[config.mk]
export PLATFORM = sky130hd
export DESIGN_NAME = uart_cmd_wrapper
export DESIGN_NICKNAME = d
export VERILOG_FILES = /design/src/rtl/kt_pkg.sv /design/src/rtl/uart_byte_trx.sv /design/src/rtl/uart_cmd_wrapper.sv
export SDC_FILE = /design/constraint.sdc
export NUM_CORES = 1
export LEC_CHECK = 0
export ABC_AREA = 0
export BUFFER_PORTS_ARGS = -buffer_cell sky130_fd_sc_hd__buf_4
export CAP_MARGIN = 20
export CORE_MARGIN = 2
export CORE_UTILIZATION = 35
export DETAILED_ROUTE_END_ITERATION = 10
export MAX_ROUTING_LAYER = met4
export PLACE_DENSITY = 0.49
export SLEW_MARGIN = 20
export SYNTH_ARGS = -nofsm -noshare
export SYNTH_HDL_FRONTEND = slang
export SYNTH_SLANG_ARGS = --single-unit
export TNS_END_PERCENT = 30
[constraint.sdc]
create_clock -name clk -period 2.68 [get_ports clk]
set_input_delay 0.536 -clock clk [delete_from_list [all_inputs] [get_ports clk]]
set_output_delay 0.536 -clock clk [all_outputs]
set_load 0.02 [all_outputs]
[src/rtl/kt_pkg.sv]
// Shared constants and state encodings for the KnightsTour remote-command UART link.
// Response codes and the default bit period live here so both ends agree on them.
package kt_pkg;

    localparam logic [7:0] RESP_DONE = 8'hA5;
    localparam logic [7:0] RESP_BUSY = 8'h5A;

    // 50 MHz system clock, 19200 baud
    localparam int BAUD_DIV_DEFAULT = 2604;

    typedef enum logic {RX_IDLE, RX_RECV} rx_state_t;
    typedef enum logic {TX_IDLE, TX_XMIT} tx_state_t;
    typedef enum logic {PAIR_HIGH, PAIR_LOW} pair_state_t;

endpackage

[src/rtl/uart_byte_trx.sv]
// Raw 8N1 byte engine: synchronised receiver sampling at bit centres and an
// independent transmitter. Receive/transmit events are single-cycle strobes.
module uart_byte_trx
    import kt_pkg::*;
#(
    parameter int BAUD_DIV = BAUD_DIV_DEFAULT
) (
    input  logic       clk,
    input  logic       rst_n,
    input  logic       rx,
    output logic       tx,
    output logic [7:0] rx_data,
    output logic       rx_rdy,
    output logic       rx_err,
    output logic       rx_start,
    input  logic       trmt,
    input  logic [7:0] tx_data,
    output logic       tx_busy,
    output logic       tx_done
);

    localparam int CW = $clog2(BAUD_DIV) + 1;
    localparam logic [CW-1:0] FULL = CW'(BAUD_DIV);
    localparam logic [CW-1:0] HALF = CW'(BAUD_DIV / 2);

    logic            rx_ff1, rx_ff2, rx_prev;
    rx_state_t       rx_state;
    logic [CW-1:0]   rx_baud;
    logic [3:0]      rx_bit;
    logic [7:0]      rx_shift;
    logic            rx_fall, rx_tick;

    tx_state_t       tx_state;
    logic [CW-1:0]   tx_baud;
    logic [3:0]      tx_bit;
    logic [8:0]      tx_shift;
    logic            tx_tick;

    // Preset to 1 so a line idling high never looks like a start edge after reset.
    always_ff @(posedge clk or negedge rst_n) begin
        if (!rst_n) begin
            rx_ff1  <= 1'b1;
            rx_ff2  <= 1'b1;
            rx_prev <= 1'b1;
        end else begin
            rx_ff1  <= rx;
            rx_ff2  <= rx_ff1;
            rx_prev <= rx_ff2;
        end
    end

    assign rx_fall  = rx_prev & ~rx_ff2;
    assign rx_tick  = (rx_state == RX_RECV) && (rx_baud == CW'(1));
    assign rx_start = (rx_state == RX_IDLE) && rx_fall;
    assign rx_rdy   = rx_tick && (rx_bit == 4'd9) && rx_ff2;
    assign rx_err   = rx_tick && (rx_bit == 4'd9) && !rx_ff2;
    assign rx_data  = rx_shift;

    // rx_bit: 0 = start, 1..8 = data LSB first, 9 = stop
    always_ff @(posedge clk or negedge rst_n) begin
        if (!rst_n) begin
            rx_state <= RX_IDLE;
            rx_baud  <= '0;
            rx_bit   <= '0;
            rx_shift <= '0;
        end else begin
            case (rx_state)
                RX_IDLE: begin
                    if (rx_fall) begin
                        rx_baud  <= HALF;
                        rx_bit   <= '0;
                        rx_state <= RX_RECV;
                    end
                end
                RX_RECV: begin
                    if (rx_tick) begin
                        rx_baud <= FULL;
                        if ((rx_bit == 4'd0) && rx_ff2) begin
                            rx_state <= RX_IDLE;
                        end else if (rx_bit == 4'd9) begin
                            rx_state <= RX_IDLE;
                        end else begin
                            if (rx_bit != 4'd0)
                                rx_shift <= {rx_ff2, rx_shift[7:1]};
                            rx_bit <= rx_bit + 4'd1;
                        end
                    end else begin
                        rx_baud <= rx_baud - CW'(1);
                    end
                end
                default: rx_state <= RX_IDLE;
            endcase
        end
    end

    assign tx_tick = (tx_state == TX_XMIT) && (tx_baud == CW'(1));
    assign tx_done = tx_tick && (tx_bit == 4'd9);
    assign tx_busy = (tx_state == TX_XMIT);

    // The start bit is driven directly; tx_shift holds the data bits plus stop.
    always_ff @(posedge clk or negedge rst_n) begin
        if (!rst_n) begin
            tx_state <= TX_IDLE;
            tx       <= 1'b1;
            tx_baud  <= '0;
            tx_bit   <= '0;
            tx_shift <= '1;
        end else begin
            case (tx_state)
                TX_IDLE: begin
                    if (trmt) begin
                        tx_shift <= {1'b1, tx_data};
                        tx       <= 1'b0;
                        tx_baud  <= FULL;
                        tx_bit   <= '0;
                        tx_state <= TX_XMIT;
                    end
                end
                TX_XMIT: begin
                    if (tx_tick) begin
                        tx_baud <= FULL;
                        if (tx_bit == 4'd9) begin
                            tx       <= 1'b1;
                            tx_state <= TX_IDLE;
                        end else begin
                            tx       <= tx_shift[0];
                            tx_shift <= {1'b1, tx_shift[8:1]};
                            tx_bit   <= tx_bit + 4'd1;
                        end
                    end else begin
                        tx_baud <= tx_baud - CW'(1);
                    end
                end
                default: tx_state <= TX_IDLE;
            endcase
        end
    end

endmodule

[src/rtl/uart_cmd_wrapper.sv]
// Remote-command endpoint: pairs received bytes (high first) into 16-bit commands
// and returns single-byte responses over the same UART link.
module uart_cmd_wrapper
    import kt_pkg::*;
#(
    parameter int BAUD_DIV = BAUD_DIV_DEFAULT
) (
    input  logic        clk,
    input  logic        rst_n,
    input  logic        RX,
    output logic        TX,
    output logic [15:0] cmd,
    output logic        cmd_rdy,
    input  logic        clr_cmd_rdy,
    input  logic [7:0]  resp,
    input  logic        send_resp,
    output logic        resp_sent
);

    logic [7:0]  rx_data;
    logic        rx_rdy, rx_err, rx_start;
    logic        tx_busy, tx_done;
    pair_state_t pair_state;
    logic [7:0]  cmd_hi;

    uart_byte_trx #(.BAUD_DIV(BAUD_DIV)) u_trx (
        .clk      (clk),
        .rst_n    (rst_n),
        .rx       (RX),
        .tx       (TX),
        .rx_data  (rx_data),
        .rx_rdy   (rx_rdy),
        .rx_err   (rx_err),
        .rx_start (rx_start),
        .trmt     (send_resp),
        .tx_data  (resp),
        .tx_busy  (tx_busy),
        .tx_done  (tx_done)
    );

    // A framing error drops any half-built command so the next good byte starts a new pair.
    always_ff @(posedge clk or negedge rst_n) begin
        if (!rst_n) begin
            pair_state <= PAIR_HIGH;
            cmd_hi     <= '0;
            cmd        <= '0;
        end else if (rx_err) begin
            pair_state <= PAIR_HIGH;
        end else if (rx_rdy) begin
            case (pair_state)
                PAIR_HIGH: begin
                    cmd_hi     <= rx_data;
                    pair_state <= PAIR_LOW;
                end
                PAIR_LOW: begin
                    cmd        <= {cmd_hi, rx_data};
                    pair_state <= PAIR_HIGH;
                end
                default: pair_state <= PAIR_HIGH;
            endcase
        end
    end

    // A completing pair outranks a same-cycle acknowledge so no command is lost.
    always_ff @(posedge clk or negedge rst_n) begin
        if (!rst_n)
            cmd_rdy <= 1'b0;
        else if (rx_rdy && (pair_state == PAIR_LOW))
            cmd_rdy <= 1'b1;
        else if (clr_cmd_rdy || (rx_start && (pair_state == PAIR_HIGH)))
            cmd_rdy <= 1'b0;
    end

    always_ff @(posedge clk or negedge rst_n) begin
        if (!rst_n)
            resp_sent <= 1'b0;
        else if (tx_done)
            resp_sent <= 1'b1;
        else if (send_resp && !tx_busy)
            resp_sent <= 1'b0;
    end

endmodule

# After elaboration in Yosys (flattened, before gate mapping)

Cells that the tools add are included.

Register bits after elaboration: 84
Latch bits: 0
RAM bits: 0
ROM bits: 0
Input port bits: 13
Output and inout bits: 19
Word-level logic and storage cells: 104
Memories: 0

Add/subtract/negate cells: 4
Multiply operators: 0
Divide/modulo/power cells: 0
Order comparisons: 0
Equal/unequal tests: 11
Shifts and indexed selects: 0
Mux-type cells: 39
Bitwise gates (word level): 8
Reduce and logical (&&, ||, !) cells: 25

Operator list:

| cell                                                   | number |
|---|---|
| 2-to-1 mux 13 bit                                      | 4 |
| one-hot mux 13 bit (2 select lines)                    | 2 |
| 2-to-1 mux 4 bit                                       | 7 |
| 2-to-1 mux 9 bit                                       | 3 |
| equality test 13 x 1 -> 1 bit (second input constant)  | 2 |
| subtractor 13 x 1 -> 13 bit (second input constant)    | 2 |
| one-hot mux 9 bit (2 select lines)                     | 1 |
| 2-to-1 mux 1 bit                                       | 16 |
| one-hot mux 4 bit (2 select lines)                     | 2 |
| inequality test 2 bit (second input constant)          | 6 |
| logical AND 1 bit                                      | 11 |
| AND reduction 3 bit                                    | 3 |
| adder 4 x 1 -> 4 bit (second input constant)           | 2 |
| equality test 4 bit (second input constant)            | 2 |
| one-hot mux 1 bit (2 select lines)                     | 4 |
| inverter 1 bit                                         | 7 |
| nonzero test 2 bit                                     | 3 |
| AND reduction 5 bit                                    | 1 |
| logical NOT 4 bit                                      | 1 |
| AND reduction 4 bit                                    | 1 |
| nonzero test 4 bit                                     | 1 |
| logical NOT 1 bit                                      | 2 |
| inequality test 2 x 1 -> 1 bit (second input constant) | 1 |
| AND reduction 2 bit                                    | 1 |
| other kinds (2)                                        | 2 |

# Logic depth before layout (Yosys ltp)

Gate-level depths: netlist of the first run.

Depth in word-level cells: 7
Mapped depth: 9
Gate-level depth less buffers: 6

# Cells and area by module

Synthesis of the first run repeated with hierarchy kept, for this count alone.

Cells, all modules: 374
Area total of the unflattened synthesis: 4095.2 µm²

Modules (own cells, without submodules):

| module           | instances | cells an instance | area an instance (µm²) | seq. area each (µm²) |
|---|---|---|---|---|
| uart_byte_trx    | 1         | 312               | 3047.9                 | 1416.4 |
| uart_cmd_wrapper | 1         | 62                | 1047.3                 | 675.6 |

# Worst setup path before layout of the first run

OpenSTA, ideal clock, no wires.

Path kind: register to register
From: reg u_trx.rx_baud[1]
To: reg cmd[0]
Setup time: 0.125 ns
Data arrival time: 1.891 ns
Setup slack: 0.664 ns
Stages on the path, launching flop included: 10
Buffers on the path: 3
Clock period less this slack: 2.016 ns
Cell sequence: dfrtp_1 -> inv_1 -> ha_1 -> nor2b_1 -> and4_1 -> buf_4 -> and3_4 -> buf_8 -> buf_12 -> mux2_4

Word-level cells in the longest chain between the ends: 6
Elaborated cells between the ends (all ways): 7
Those cells by class: eq/ne (1); bitwise (1); reduce/logical (5)

RTL lines:

| item                                     | RTL line                                 | text |
|---|---|---|
| from (decl)                              | uart_byte_trx.sv:28                      | `logic [CW-1:0] rx_baud;` |
| from (signal assigned)                   | uart_byte_trx.sv:88                      | `rx_baud <= rx_baud - CW'(1);` |
| equality test 13 x 1 -> 1 bit (*)        | uart_byte_trx.sv:53                      | `assign rx_tick = (rx_state == RX_RECV) && (rx_baud == CW'(1));` |
| logical AND 1 bit (*)                    | uart_byte_trx.sv:53                      |  |
| logical AND 1 bit (*)                    | uart_byte_trx.sv:55, uart_byte_trx.sv:56 |  |
| logical AND 1 bit                        | uart_byte_trx.sv:56                      | `assign rx_err = rx_tick && (rx_bit == 4'd9) && !rx_ff2;` |
| inverter 1 bit (no source line)          | -                                        |  |
| AND reduction 3 bit (no source line) (*) | -                                        |  |
| to (signal assigned)                     | uart_cmd_wrapper.sv:56                   | `cmd <= {cmd_hi, rx_data};` |
| to (decl)                                | uart_cmd_wrapper.sv:12                   | `output logic [15:0] cmd,` |

Mark *: on every way between the ends. The rest lies on a longest branch, timed or not.
A chain may end at the register's enable or synchronous reset.

# Final worst setup path of the first run

From: reg u_trx.rx_baud[5]
To: reg cmd[9]

The elaborated chain is that of the path after synthesis.

==> metrics.txt, run 1 <==
vias in the first global route=2805; Synth Area in Compound Gates=9.099%; post-synthesis register bit count=83; All-Layer GR Usage=13.64%; Overflow after GRT=0; Sink Count=83; Antenna Cells=0; cell type with the largest total area after synthesis=dfrtp_1; post-route ant nets=0; Die H=110.7 um; Rows=38; minimum clock period=2244 ps; synthesized area=3988 sq um; r2r setup slk=440 ps; Primary FF master, synth=dfrtp_1; Final Cycle Share=83.72%; setup_tns=0 ps; Worst Path Arrival=2460 ps; share of layout cells above drive strength 1=33.95%; relative slew slack=57.59%; WS Path Type=reg -> reg; Die ar.=12260 sq um; clk buf depth=2; synth unique cells=61; largest net degree at the start of global routing=45; Syn Nets=355; Iter 0 DRT Violations=97; Final Total Pwr=0.003632 W; Synth Area in Simple Gates=17.19%; most common cell after layout, fill and taps aside=dfrtp_1; Non-Filler Instances=517; Routed WL=7.590 mm; ranking of synthesized cells by area=dfrtp_1, mux2_2, dfstp_2, mux2_4, ha_1; CTS tree=done; sw power=0.001110 W; Max Clock Skew=5.420 ps; Port Buffer Count=31; status=completed; R2R depth=4; Synth Area in Adders=2.824%; Area Growth Syn to Fin=16.72%; Die Span X=110.7 um; Util after Layout=42.38%; final slew viol count=0; clock share of power=32.8%; first-pass GRT wire length=13.48 mm; routed length per instance=14.68 um; Power per Cell Area=780.4 nW/um^2; CP endpoint kind=flip-flop; GPL Wtd Cong=0.8228; maxcap violations=0; Worst R2R Start=u_trx.rx_baud[5]$_DFFE_PN0P_; initial antenna violation count=0; postcts setup bufs=0; DPL Wire Length=5.365 mm; DR pass1 iterations=4; LEAKAGE=2.104 nW; EDFF count, synth=0; H-tree depth=3; Post-Synth XOR/XNOR Area=0.6589%; Vias=2745; Fmax=445.7 MHz; syn_area_per_cell=11.97 sq um; CTS Root Cell=clkbuf_16; Critical Path RT=2890 ps; RSZ-0062 raised after global routing=no; Post-synth ARST share=100.0%; CP Max Fanout=17; routed vias/inst=5.309; DRC errors left=0; combinational share of power=20.1%; switch share=30.56%; clk slew on worst S/H paths=60 ps; Setup crit start kind=flip-flop; sequential share of the synthesized area=52.46%; Skew-Pair Late Insertion Delay=330 ps; placed insts=501; cells after synthesis=333; most frequent cells in the layout=dfrtp_1, mux2_2, buf_4; Least-Margin Pin Slew=633.8 ps; number of primary I/O pins=32; Inserted Clock Buffers=9; Peak VDD IR=0.3491 mV; # hold bufs at CTS=0; main combinational cell family by area after synthesis=simple AND/OR/NAND/NOR gates; post-synthesis mux area share=14.94%; post-CTS resize count=0; Seq pwr share=47.1%; min-delay worst type=in -> async; reg-to-reg endpoint=cmd[9]$_DFFE_PN0P_; post-synth top area share=44.56%; layout net count=394; core footprint=10980 sq um; final hold vios=0; Syn. warnings=0; Initial Utilization=36.31%; Internal=0.002522 W; Final setup viols=0
[worst max-delay path: stages (launching register included)]
cell and delay (ps):
dfrtp_1 410, nor4_2 540, and4_1 390, and3_4 410, mux2_2 370
[synthesized netlist by cell type (all sizes together) (2+ instances only)]
| cell type | count |
|---|---|
| mux2 | 49 |
| and4 | 2 |
| inv | 12 |
| o21ai | 19 |
| and3 | 2 |
| o31ai | 6 |
| dfstp | 12 |
| a31o | 2 |
| nor2b | 6 |
| nand3b | 5 |
| or3 | 6 |
| buf | 6 |
| and2 | 3 |
| or4 | 8 |
| o211ai | 4 |
| nand2b | 3 |
| clkbuf | 2 |
| o311ai | 3 |
| a21o | 2 |
| nor3b | 3 |
| nand2 | 17 |
| nor3 | 7 |
| nand3 | 15 |
| nor4 | 8 |
| ha | 9 |
| nor2 | 14 |
| or3b | 2 |
| xnor2 | 2 |
| nand4 | 3 |
| or2 | 7 |
| dfrtp | 71 |
| a21oi | 9 |
[stage by stage]
step                      setup slack (ps)  hold WS, ps  cell area, sq um
after floorplan                      663.8        240.4              3988
final                                436.4        197.9              4654
after global routing                 274.0        244.6              4654
after global placement               475.3        349.1              4365
after CTS                            409.8        225.4              4654
after detailed placement             418.4        346.9              4365
[how the worst max path moves through the flow]
stage,startpoint,to,slack (ps)
after global placement,u_trx.rx_baud[5]$_DFFE_PN0P_,cmd[10]$_DFFE_PN0P_,480
after global routing,u_trx.rx_baud[5]$_DFFE_PN0P_,cmd[11]$_DFFE_PN0P_,270
final,u_trx.rx_baud[5]$_DFFE_PN0P_,cmd[9]$_DFFE_PN0P_,440
after CTS,u_trx.rx_baud[5]$_DFFE_PN0P_,cmd[11]$_DFFE_PN0P_,410
after detailed placement,u_trx.rx_baud[5]$_DFFE_PN0P_,cmd[11]$_DFFE_PN0P_,420
after floorplan,u_trx.rx_baud[1]$_DFFE_PN0P_,cmd[0]$_DFFE_PN0P_,660
[layout make-up]
type / count / area (sq um)
sequential: 83 / 2092
clock buffer: 11 / 232.7
inverter: 12 / 45.04
fill: 1032 / 6329
multi-input combinational: 230 / 1783
clock inverter: 5 / 56.30
timing repair buffer: 36 / 270.3
tap: 140 / 175.2
[registers in the layout (all words and copies together), names as in the netlist]
register,cells
u_trx.tx,1
cmd_rdy,1
u_trx.tx_baud,13
u_trx.rx_prev,1
u_trx.tx_shift,8
u_trx.rx_bit,4
u_trx.rx_ff2,1
cmd_hi,8
u_trx.tx_bit,4
resp_sent,1
u_trx.rx_ff1,1
u_trx.rx_state,1
u_trx.rx_baud,13
cmd,16
pair_state,1
u_trx.rx_data,8
u_trx.tx_busy,1
[cells by family (layout without fill, tap and decap cells)]
family                   Yosys count  after routing
adder cells (fa/ha/maj)            9              9
flip-flops                        83             83
AND/OR/NAND/NOR                  113            113
multiplexers                      50             50
AO/OA/AOI/OAI                     55             55
XOR/XNOR                           3              3
buffers and inverters             20             64
[metal layers]
metal / global-route usage [%] / routed length, um
met1: 17.88 / 3650
met2: 20.65 / 3593
met3: 2.515 / 272
met4: 6.167 / 73
met5: - / 0
[power by group through the flow]
stage | clock network, W | registers [W] | logic, W
2_1_floorplan | 0 | 0.00167 | 0.000568
3_3_place_gp | 0 | 0.00172 | 0.000721
3_5_place_dp | 0 | 0.00172 | 0.000738
4_1_cts | 0.00123 | 0.00171 | 0.000738
5_1_grt | 0.00129 | 0.00175 | 0.000853
6_report | 0.00119 | 0.00171 | 0.000732
Note: power is estimated with default switching activity, not from simulation.
==> run 2: changes to the inputs <==
- ABC_AREA: 0 -> 1
- PLACE_DENSITY: 0.49 -> 0.51
- clock period: 2.68 -> 2 ns (I/O delays scaled with it)
==> metrics.txt, run 2 <==
Routed WL=9.054 mm (was 7.590 mm); synthesized area=4140 sq um (was 3988 sq um); post-synthesis register bit count=83 (unchanged); Final setup viols=0 (unchanged); critical-path cell list=inv_1 > ha_1 > inv_1 > nor3_2 > nand4_1 > nand2_2 > inv_1 > nand2_1 > nand2_1 (was nor4_2 > and4_1 > and3_4 > mux2_2); CP delay by family, top=simple AND/OR/NAND/NOR gates (unchanged); most frequent cells after synthesis=nand2_1, dfrtp_1, inv_1 (was dfrtp_1, mux2_2, o21ai_0); sequential share of the synthesized area=50.53% (was 52.46%); number of primary I/O pins=32 (unchanged); post-CTS resize count=0 (unchanged); Placed Area=4592 sq um (was 4365 sq um); postcts setup bufs=0 (unchanged); Setup crit start kind=flip-flop (unchanged); ranking of synthesized cells by area=dfrtp_1, nand2_1, dfstp_2, inv_1, nand4_1 (was dfrtp_1, mux2_2, dfstp_2, mux2_4, ha_1); largest register by flop count=cmd (unchanged); initial antenna violation count=0 (unchanged); Final Cell Area=4960 sq um (was 4654 sq um); Seq pwr share=41.8% (was 47.1%); Syn. warnings=0 (unchanged); Vias=3305 (was 2745); Rows=39 (was 38); number of cells on the critical path=9 (was 4); # hold bufs at CTS=1 (was 0); CP endpoint kind=flip-flop (unchanged); Power per Cell Area=1090 nW/um^2 (was 780.4 nW/um^2); Slowest-stage cell, CP=dfrtp_1 (was nor4_2); Iter 0 DRT Violations=126 (was 97); DPL Wire Length=6.381 mm (was 5.365 mm); Sink Count=83 (unchanged); Syn Nets=522 (was 355); cells after synthesis=500 (was 333); Die ar.=12710 sq um (was 12260 sq um); All-Layer GR Usage=16.02% (was 13.64%); maxcap violations=0 (unchanged); final slew viol count=0 (unchanged); DRC errors left=0 (unchanged); Worst Path Arrival=1950 ps (was 2460 ps); multi-input logic area=1785 sq um (was 1783 sq um); WS Path Type=reg -> reg (unchanged); layout net count=564 (was 394); max reg flops=16 (unchanged); sw power=0.001626 W (was 0.001110 W); cell mode on critical path=inv_1; DR pass1 iterations=4 (unchanged); post-synth top area share=42.91% (was 44.56%); CP Buf/Inv Count=3 (was 0); status=completed (unchanged); R2R depth=9 (was 4); final hold vios=0 (unchanged); Die H=112.8 um (was 110.7 um); clock share of power=36.8% (was 32.8%); cell type with the largest total area after synthesis=dfrtp_1 (unchanged); switch share=30.08% (was 30.56%); Overflow after GRT=0 (unchanged); Peak VDD IR=0.4107 mV (was 0.3491 mV); Inserted Clock Buffers=9 (unchanged); CP Max Fanout=16 (was 17); Least-Margin Pin Slew=515.1 ps (was 633.8 ps); Largest regs=cmd x16, u_trx.rx_baud x13, u_trx.tx_baud x13 (unchanged); Critical Path RT=2220 ps (was 2890 ps); synth unique cells=33 (was 61); Skew-Pair Late Insertion Delay=330 ps (about the same); Final Cycle Share=86.30% (was 83.72%); Fmax=579.4 MHz (was 445.7 MHz); CP max stage delay=350 ps (was 540 ps); Antenna Cells=0 (unchanged); most common cell after layout, fill and taps aside=nand2_1 (was dfrtp_1); relative slew slack=65.40% (was 57.59%); min-delay worst type=in -> reg (was in -> async); vias in the first global route=3416 (was 2805); largest net degree at the start of global routing=43 (was 45); Primary FF master, synth=dfrtp_1 (unchanged); Port Buffer Count=31 (unchanged); count leader, synth=nand2_1 (was dfrtp_1); routed vias/inst=4.790 (was 5.309); Die Span X=112.8 um (was 110.7 um); # fillers=1122 (was 1032); minimum clock period=1726 ps (was 2244 ps); syn_area_per_cell=8.280 sq um (was 11.97 sq um); clk slew on worst S/H paths=60 ps (about the same); first-pass GRT wire length=15.98 mm (was 13.48 mm); post-route ant nets=0 (unchanged); Hold Path Depth=1; Area Growth Syn to Fin=19.79% (was 16.72%); Max Clock Skew=6.514 ps (was 5.420 ps); RSZ-0062 raised after global routing=no (unchanged); combinational share of power=21.4% (was 20.1%); share of layout cells above drive strength 1=16.27% (was 33.95%); Internal=0.003781 W (was 0.002522 W); EDFF count, synth=0 (unchanged); core footprint=11470 sq um (was 10980 sq um); routed length per instance=13.12 um (was 14.68 um); LEAKAGE=2.531 nW (was 2.104 nW); Storage cell area=2092 sq um (unchanged); setup_tns=0 ps (unchanged); most frequent cells in the layout=nand2_1, dfrtp_1, inv_1 (was dfrtp_1, mux2_2, buf_4); Initial Utilization=36.10% (was 36.31%); clk buf depth=2 (unchanged); GPL Wtd Cong=0.9064 (was 0.8228); CTS tree=done (unchanged); CTS Root Cell=clkbuf_16 (unchanged); Post-synth ARST share=100.0% (unchanged); H-tree depth=3 (unchanged)
==> run 2: power groups by stage <==
stage / registers (W) / logic [W] / clock network (W)
3_5_place_dp: 0.00228 / 0.00116 / 0
5_1_grt: 0.00231 / 0.00136 / 0.00210
6_report: 0.00226 / 0.00116 / 0.00199
2_1_floorplan: 0.00224 / 0.000880 / 0
3_3_place_gp: 0.00229 / 0.00112 / 0
4_1_cts: 0.00226 / 0.00117 / 0.00204
==> run 2: logic make-up after synthesis <==
| family | after synthesis | share of synthesized area, % |
|---|---|---|
| buffers and inverters | 63 | 6.346 |
| and+or+nand+nor | 283 | 30.95 |
| xor gates and xnor gates | 14 | 2.962 |
| adders and majority gates | 9 | 2.720 |
| AOI/OAI and AO/OA | 48 | 6.497 |
| DFF | 83 | 50.53 |
==> run 2: layout make-up <==
cell class | instances | share of cell area [%]
timing repair buffer | 44 | 7.215
clock inverter | 5 | 2.523
tap | 143 | 3.607
inverter | 50 | 3.784
multi-input combinational | 354 | 36.00
clock buffer | 11 | 4.692
sequential | 83 | 42.18
==> run 2: final timing paths <==
kind | start | endpoint | slack (ps)
min | RX | u_trx.rx_ff1$_DFF_PN1_ | 170
max reg2reg | u_trx.tx_baud[1]$_DFFE_PN0P_ | u_trx.tx_bit[3]$_DFFE_PN0P_ | 270
min in group asynchronous | rst_n | u_trx.rx_baud[7]$_DFFE_PN0P_ | 510
max in group asynchronous | rst_n | u_trx.rx_ff1$_DFF_PN1_ | 860
min reg2reg | u_trx.rx_ff1$_DFF_PN1_ | u_trx.rx_ff2$_DFF_PN1_ | 350
max | u_trx.tx_baud[1]$_DFFE_PN0P_ | u_trx.tx_bit[3]$_DFFE_PN0P_ | 270
==> run 2: routing by layer <==
metal / track usage, % / vias to the layer above / share of wire (%)
met5: - / - / 0
met2: 24.39 / 53 / 46
met4: 6.341 / 0 / 1.3
met3: 3.160 / 10 / 3.3
met1: 21.20 / 1546 / 50
li1: - / 1696 / -
==> run 2: metrics by stage <==
step                      hold WS, ps  util (%)  setup slack (ps)  std cells  power, W
after floorplan                 104.4         -             488.6        500  0.003115
final                           173.2     43.25             274.0        690  0.005407
after global routing            159.2     43.25           0.03419        690  0.005768
after global placement          332.1     40.04             298.8        673  0.003409
after detailed placement        333.8     40.04             261.5        673  0.003435
after CTS                       159.5     43.25             250.5        690  0.005470
